**config.mk**
```make
export PLATFORM = sky130hd
export DESIGN_NAME = fetch_group_buffer
export DESIGN_NICKNAME = d
export VERILOG_FILES = /design/src/rtl/fetch_group_buffer.sv
export SDC_FILE = /design/constraint.sdc
export NUM_CORES = 1
export LEC_CHECK = 0
export BUFFER_PORTS_ARGS = -buffer_cell sky130_fd_sc_hd__buf_4
export CAP_MARGIN = 30
export CORE_MARGIN = 4
export CORE_UTILIZATION = 25
export CTS_BUF_LIST = sky130_fd_sc_hd__clkbuf_8 sky130_fd_sc_hd__clkbuf_16
export DETAILED_ROUTE_END_ITERATION = 10
export GPL_TIMING_DRIVEN = 0
export PLACE_DENSITY_LB_ADDON = 0.3
export SETUP_SLACK_MARGIN = 0.15
export SLEW_MARGIN = 20
export SYNTH_ARGS = -nofsm -noshare
export SYNTH_HDL_FRONTEND = slang
export SYNTH_SLANG_ARGS = --single-unit
```
**constraint.sdc**
```tcl
create_clock -name clk -period 6.45 [get_ports clk]
set_input_delay 0.3225 -clock clk [delete_from_list [all_inputs] [get_ports clk]]
set_output_delay 0.3225 -clock clk [all_outputs]
set_load 0.02 [all_outputs]
```
**src/rtl/fetch_group_buffer.sv**
```systemverilog
// ----------------------------------------------------------------------------
// fetch_group_buffer
//
// Decoupling queue between the I-cache fetch stage and pre-decode. Each cycle
// it may accept one fetch group of FETCH_WIDTH lanes. Lanes after the first
// predicted-taken branch are dropped, and the surviving lanes are packed in
// lane order into a circular buffer of DEPTH entries. Up to DECODE_WIDTH
// head-ordered entries are shown downstream every cycle. This lets fetch keep
// running during a pre-decode stall, and it absorbs fetch bubbles and I-cache
// misses.
//
// Ports
//   clk, rst_n        clock (rising edge) and asynchronous active-low reset
//   flush             drop all buffered instructions; blocks enq/deq this cycle
//   in_valid          per-lane valid of the incoming fetch group
//   in_pc/in_insn     lane PCs / instructions, lane i at [i*W +: W]
//   in_pred_taken     per-lane predicted-taken bit
//   in_pred_addr      per-lane predicted next PC
//   in_ic_hit         I-cache hit for the whole group (a miss is never enqueued)
//   in_ready          room for a full group; based only on the registered count
//   out_valid         lane j holds buffered entry head+j
//   out_pc/out_insn   head-ordered PCs / instructions
//   out_pred_taken    head-ordered prediction bits
//   out_pred_addr     head-ordered predicted next PCs
//   out_ready         consumer takes every asserted out_valid lane
//   occupancy         number of entries held
//   ic_miss_event     one-cycle pulse on the first cycle of an I-cache miss
// ----------------------------------------------------------------------------
module fetch_group_buffer #(
  parameter int FETCH_WIDTH  = 2,
  parameter int DECODE_WIDTH = 2,
  parameter int DEPTH        = 8,
  parameter int PC_WIDTH     = 32,
  parameter int INSN_WIDTH   = 32
) (
  input  logic                             clk,
  input  logic                             rst_n,
  input  logic                             flush,
  input  logic [FETCH_WIDTH-1:0]           in_valid,
  input  logic [FETCH_WIDTH*PC_WIDTH-1:0]  in_pc,
  input  logic [FETCH_WIDTH*INSN_WIDTH-1:0] in_insn,
  input  logic [FETCH_WIDTH-1:0]           in_pred_taken,
  input  logic [FETCH_WIDTH*PC_WIDTH-1:0]  in_pred_addr,
  input  logic                             in_ic_hit,
  output logic                             in_ready,
  output logic [DECODE_WIDTH-1:0]          out_valid,
  output logic [DECODE_WIDTH*PC_WIDTH-1:0] out_pc,
  output logic [DECODE_WIDTH*INSN_WIDTH-1:0] out_insn,
  output logic [DECODE_WIDTH-1:0]          out_pred_taken,
  output logic [DECODE_WIDTH*PC_WIDTH-1:0] out_pred_addr,
  input  logic                             out_ready,
  output logic [$clog2(DEPTH+1)-1:0]       occupancy,
  output logic                             ic_miss_event
);

  localparam int PTR_W = $clog2(DEPTH);
  localparam int CNT_W = $clog2(DEPTH+1);

  // Reject parameter sets the pointer arithmetic cannot handle: the pointers
  // wrap by plain overflow, and a full group plus a full decode window must
  // fit at the same time.
  generate
    if (((DEPTH & (DEPTH - 1)) != 0) || (DEPTH < FETCH_WIDTH + DECODE_WIDTH)) begin : g_param_check
      $error("fetch_group_buffer: DEPTH must be a power of two >= FETCH_WIDTH+DECODE_WIDTH");
    end
  endgenerate

  // --------------------------------------------------------------------------
  // Storage. The entries need no reset, because occupancy decides which ones
  // are meaningful. The read is combinational so that an entry shows up on
  // out_* the cycle after its enqueue edge.
  // --------------------------------------------------------------------------
  logic [PC_WIDTH-1:0]   pc_mem    [DEPTH];
  logic [INSN_WIDTH-1:0] insn_mem  [DEPTH];
  logic                  taken_mem [DEPTH];
  logic [PC_WIDTH-1:0]   addr_mem  [DEPTH];

  // Pointer / count / miss state
  logic [PTR_W-1:0] head_reg, head_next;
  logic [PTR_W-1:0] tail_reg, tail_next;
  logic [CNT_W-1:0] count_reg, count_next;
  logic             miss_q_reg, miss_q_next;

  // --------------------------------------------------------------------------
  // Lane filtering and packing.
  // A lane survives if it is valid and no earlier valid lane was predicted
  // taken. The taken lane itself survives. An invalid lane with its taken bit
  // set does not block later lanes, which matters for unaligned fetch groups.
  // Each surviving lane is written at tail + (number of surviving lanes below
  // it), so the packing has no gaps.
  // --------------------------------------------------------------------------
  logic [FETCH_WIDTH-1:0] keep;
  logic                   keep_blocked;
  logic [PTR_W-1:0]       keep_cnt;
  logic [PTR_W-1:0]       wr_idx [FETCH_WIDTH];

  always_comb begin
    keep         = '0;
    keep_blocked = 1'b0;
    keep_cnt     = '0;
    for (int i = 0; i < FETCH_WIDTH; i++) begin
      wr_idx[i] = tail_reg + keep_cnt;
      keep[i]   = in_valid[i] && !keep_blocked;
      if (keep[i]) begin
        keep_cnt = keep_cnt + PTR_W'(1);
      end
      if (in_valid[i] && in_pred_taken[i]) begin
        keep_blocked = 1'b1;
      end
    end
  end

  // --------------------------------------------------------------------------
  // Handshake decisions
  // --------------------------------------------------------------------------
  logic             any_valid;
  logic             enq;
  logic             deq;
  logic [CNT_W-1:0] free_slots;
  logic [CNT_W-1:0] n_enq;
  logic [CNT_W-1:0] n_deq;

  assign any_valid  = |in_valid;
  // in_ready uses only the registered count. Making it depend on this cycle's
  // dequeue would create a combinational path from out_ready to the fetch
  // stage.
  assign free_slots = CNT_W'(DEPTH) - count_reg;
  assign in_ready   = (free_slots >= CNT_W'(FETCH_WIDTH));

  assign enq   = any_valid && in_ic_hit && in_ready && !flush;
  assign deq   = out_ready && !flush;
  assign n_enq = enq ? CNT_W'(keep_cnt) : '0;
  assign n_deq = !deq ? '0 :
                 (count_reg < CNT_W'(DECODE_WIDTH)) ? count_reg : CNT_W'(DECODE_WIDTH);

  // Miss tracking: miss_q remembers that the previous cycle already presented
  // a missing group. This way a miss that lasts many cycles reports only one
  // event. The flag clears on any hit, on any cycle with no valid lanes, and
  // on flush.
  assign miss_q_next   = !flush && any_valid && !in_ic_hit;
  assign ic_miss_event = any_valid && !in_ic_hit && !miss_q_reg && !flush;

  always_comb begin
    head_next  = head_reg;
    tail_next  = tail_reg;
    count_next = count_reg;
    if (flush) begin
      head_next  = '0;
      tail_next  = '0;
      count_next = '0;
    end else begin
      head_next  = head_reg + PTR_W'(n_deq);
      tail_next  = tail_reg + PTR_W'(n_enq);
      count_next = count_reg + n_enq - n_deq;
    end
  end

  always_ff @(posedge clk or negedge rst_n) begin
    if (!rst_n) begin
      head_reg   <= '0;
      tail_reg   <= '0;
      count_reg  <= '0;
      miss_q_reg <= 1'b0;
    end else begin
      head_reg   <= head_next;
      tail_reg   <= tail_next;
      count_reg  <= count_next;
      miss_q_reg <= miss_q_next;
    end
  end

  // Up to FETCH_WIDTH write ports. The kept lanes map to distinct slots
  // because keep_cnt increases strictly across them.
  always_ff @(posedge clk) begin
    for (int i = 0; i < FETCH_WIDTH; i++) begin
      if (enq && keep[i]) begin
        pc_mem[wr_idx[i]]    <= in_pc[i*PC_WIDTH +: PC_WIDTH];
        insn_mem[wr_idx[i]]  <= in_insn[i*INSN_WIDTH +: INSN_WIDTH];
        taken_mem[wr_idx[i]] <= in_pred_taken[i];
        addr_mem[wr_idx[i]]  <= in_pred_addr[i*PC_WIDTH +: PC_WIDTH];
      end
    end
  end

  // --------------------------------------------------------------------------
  // Output window: lane j shows entry head+j. Flush hides the window in the
  // same cycle, so the consumer never acts on instructions being discarded.
  // --------------------------------------------------------------------------
  genvar gi;
  generate
    for (gi = 0; gi < DECODE_WIDTH; gi++) begin : g_out
      logic [PTR_W-1:0] rd_idx;
      assign rd_idx         = head_reg + PTR_W'(gi);
      assign out_valid[gi]  = (CNT_W'(gi) < count_reg) && !flush;
      assign out_pc[gi*PC_WIDTH +: PC_WIDTH]         = pc_mem[rd_idx];
      assign out_insn[gi*INSN_WIDTH +: INSN_WIDTH]   = insn_mem[rd_idx];
      assign out_pred_taken[gi]                      = taken_mem[rd_idx];
      assign out_pred_addr[gi*PC_WIDTH +: PC_WIDTH]  = addr_mem[rd_idx];
    end
  endgenerate

  assign occupancy = count_reg;

endmodule

```
==> flow_summary_export.csv <==
group,metric,value,unit
floorplan,fp.dieW,432.1,um
power,peakVddDrop,0.1651,mV
yosys,syn_inst,2446,
yosys,synth_nets,2664,
floorplan,num_rows,155,
drt,detail_route.drc_violations,0,
cells_and_area,area_growth,30.67,%
run_status,status,"completed",
clocking,tritoncts,"yes",
sta,tightestPinTransition,1.012,ns
sta,relSlewSlack,0.3256,
clocking,cts_root_buf,"clkbuf_16",
floorplan,die_height,432.1,um
drt,wl_per_cell,29.55,um
yosys,synth_area_per_cell,18.38,um^2
setup_path,cpMostUsedCell,"buf_2",
run,maxCapViolations,0,
setup_path,critical_path_arrival,4.31,ns
drt,vias,28571,
drt,first_iter_violations,2149,
power,internal_power,10.64,mW
setup_path,rrSetupSlack,2.22,ns
clocking,clkLatencyLatePin,0.70,ns
setup_path,worst-path-stages,7,
clocking,numCtsBuffers,91,
sta,fin_crit,4.635,ns
drt,dr.pass1.iters,5,
setup_path,cp_slowest_stage_delay,0.79,ns
power,p_leak,19.46,nW
place,dp_hpwl,116.3,mm
power,pwr-share-clk,0.323,
setup_path,worstPathCellList,"buf_2, buf_2, clkbuf_2, buf_1, mux4_2, mux2_2, buf_4",
sta,hold_viol_final,0,
place,gp_congestion,0.7618,
sta,setup_viol,0,
cells_and_area,fill_cells,17286,
cells_and_area,layout.nets,3541,
setup_path,crit_path_start_kind,"register",
power,power.density,261.6,mW/mm^2
place,numPortBuffers,402,
yosys,yosysTopAreaCell,"edfxtp_1",
setup_path,slowest_stage,"buf_1",
clocking,ctsHtreeMaxLevel,3,
floorplan,io_pins,403,
power,p_sw_frac,0.3075,
power,p_comb_frac,0.295,
setup_path,cp_max_fo,10,
sta,slew_violations,0,
sta,finClkSkew,0.02660,ns
cells_and_area,drive_gt1_frac,0.5922,
clocking,cts-resized-gates,0,
floorplan,initial_core_util,0.2517,
grt,antenna_found_initial,45,
drt,routed_via_density,4.948,
yosys,yosysSeqAreaShare,0.5244,
setup_path,criticalPathCategory,"register to output pin",
yosys,synth_cell_types,42,
yosys,synth.top_cell.area_share,0.5183,
setup_path,regToRegEndpoint,"pc_mem[1][20]$_DFFE_PP_",
grt,track_usage,0.1790,
setup_path,path_buf_inv,5,
setup_path,cpLargestDelayFamily,"buffers and inverters",
grt,grt_pass1_wl,235.7,mm
power,p_sw,4.725,mW
setup_path,critPathRequiredTime,6.13,ns
cells_and_area,post-route-util,0.3289,
drt,wl,170.6,mm
grt,first_global_vias,30665,
clocking,cts_buffer_depth,3,
grt,overflow,0,
clocking,clkSinkCount,787,
power,seqPwrFrac,0.381,
min_path,hp-class,"input port to asynchronous set/reset pin",
setup_path,rr_worst_depth,10,
floorplan,dieArea,0.1867,mm^2
floorplan,core_region_area,0.1786,mm^2
sta,rsz0062_at_grt,"false",
sta,fin_crit_sh,0.7187,
yosys,ys_ff_latch,787,
drt,ant_nets,0,
sta,max_freq,0.2157,GHz
yosys,synth_area,0.04496,mm^2
setup_path,r2r-start,"occupancy[0]$_DFF_PN0_",
yosys,synth_warnings,0,
power,power,15.37,mW
setup_path,critPathCaptureType,"output pin",
setup_path,timing.critical_path.from,"head_reg[0]$_DFF_PN0_",
clocking,clkTransAtPathRegs,0.06,ns
grt,grt_max_degree,18,
clocking,post_cts_buffers,0,
yosys,yosys-top-cells-area,"edfxtp_1 (52%), mux2_2 (22%), mux4_2 (19%), mux2_1 (2.6%), buf_2 (1.0%)",
-- metrics by stage --
stage | instances | setup slack, ns | area [um^2] | hold WS [ns] | TNS [ns]
CTS | 5747 | 1.690 | 58670 | 0.08600 | 0
finish | 5774 | 1.815 | 58750 | 0.1029 | 0
detailed placement | 5287 | 2.390 | 52920 | 0.1870 | 0
global route | 5769 | 1.714 | 58740 | 0.1003 | 0
floorplan | 2446 | 0.3204 | 44960 | 0.02691 | 0
global placement | 5203 | -6.575 | 50930 | 0.1826 | -4645.46
-- synth_stat cells (all sizes together) --
cell type  instances
mux2             970
edfxtp           776
mux4             388
buf              138
clkbuf            54
nor2              21
ha                13
inv               13
dfrtp             11
nor2b             10
o211ai             6
a22oi              5
fa                 4
o2111ai            4
xnor2              4
a21oi              3
nand2              3
nand3              3
xor2               3
a32oi              2
and3b              2
nor3b              2
a211oi             1
a21bo              1
a21o               1
a31oi              1
and2               1
and3               1
nand3b             1
nor3               1
nor4               1
nor4bb             1
o41ai              1
-- cell usage in the layout, fill, tap and decap left out, types with 17 or more instances in the layout --
cell           count
mux4_2           388
inv_1             36
buf_16            49
clkinv_2          17
mux2_2           867
clkinv_1          19
clkbuf_16         93
diode_2           25
dlygate4sd3_1    296
clkbuf_1          45
buf_4            408
mux2_1           103
buf_1             26
edfxtp_1         776
buf_2            104
-- cell type report --
class                           instances  area (um^2)  share of cell area
Sequential cell                       787        23580              0.4013
Multi-Input combinational cell       1454        20530              0.3495
Timing Repair Buffer                  784         7899              0.1344
Tap cell                             2355         2947             0.05015
Clock buffer                           93         2327             0.03961
Buffer                                192        899.6             0.01531
Clock inverter                         71        455.4            0.007752
Antenna cell                           25        62.56            0.001065
Inverter                               13        48.80           0.0008306
-- per-layer routing --
layer | up-vias | GRT usage | routed length [um]
li1 | 12111 | - | -
met1 | 15150 | 0.2114 | 65770
met2 | 966 | 0.3179 | 88210
met3 | 334 | 0.02083 | 7188
met4 | 10 | 0.09645 | 9373
met5 | - | 0 | 65
-- worst max path at each step --
stage                                      endpoint  slack [ns]
after detailed placement     occupancy[3]$_DFF_PN0_        2.39
after CTS                              out_insn[62]        1.69
final                                  out_insn[51]        1.81
after floorplan            addr_mem[5][0]$_DFFE_PP_        0.32
after global placement    insn_mem[1][15]$_DFFE_PP_       -6.57
after global routing              out_pred_addr[56]        1.71
-- timing repair --
action	CTS	global route
endpoints found under the hold margin	793	0
hold buffers	296	0
setup endpoints to repair	0	0
-- power groups by stage --
stage               Clock (mW)  Sequential, mW  Combinational [mW]
global route              5.29            5.87                4.76
finish                    4.97            5.86                4.54
floorplan                    0            5.97                2.43
detailed placement           0            5.96                4.43
global placement             0            6.02                4.25
CTS                       5.09            5.86                4.63
-- worst reg2reg max path, cell delays in order (launching register included) --
cell           delay [ns]
dfrtp_1              0.45
inv_1                0.12
ha_1                 0.30
a211oi_1             0.16
o41ai_1              0.10
buf_4                0.19
o211ai_2             0.74
buf_2                0.51
buf_2                0.45
mux2_2               0.39
dlygate4sd3_1        0.57
-- logic make-up after synthesis --
group / count (synthesis) / share of synthesized area
multiplexers: 1358 / 0.4373
flip-flops: 787 / 0.5244
buffers and inverters: 205 / 0.02054
AND/OR/NAND/NOR: 47 / 0.005649
AO/OA/AOI/OAI: 25 / 0.005177
adder cells (fa/ha/maj): 17 / 0.005399
XOR/XNOR: 7 / 0.001531
(Power assumes the default switching activity.)
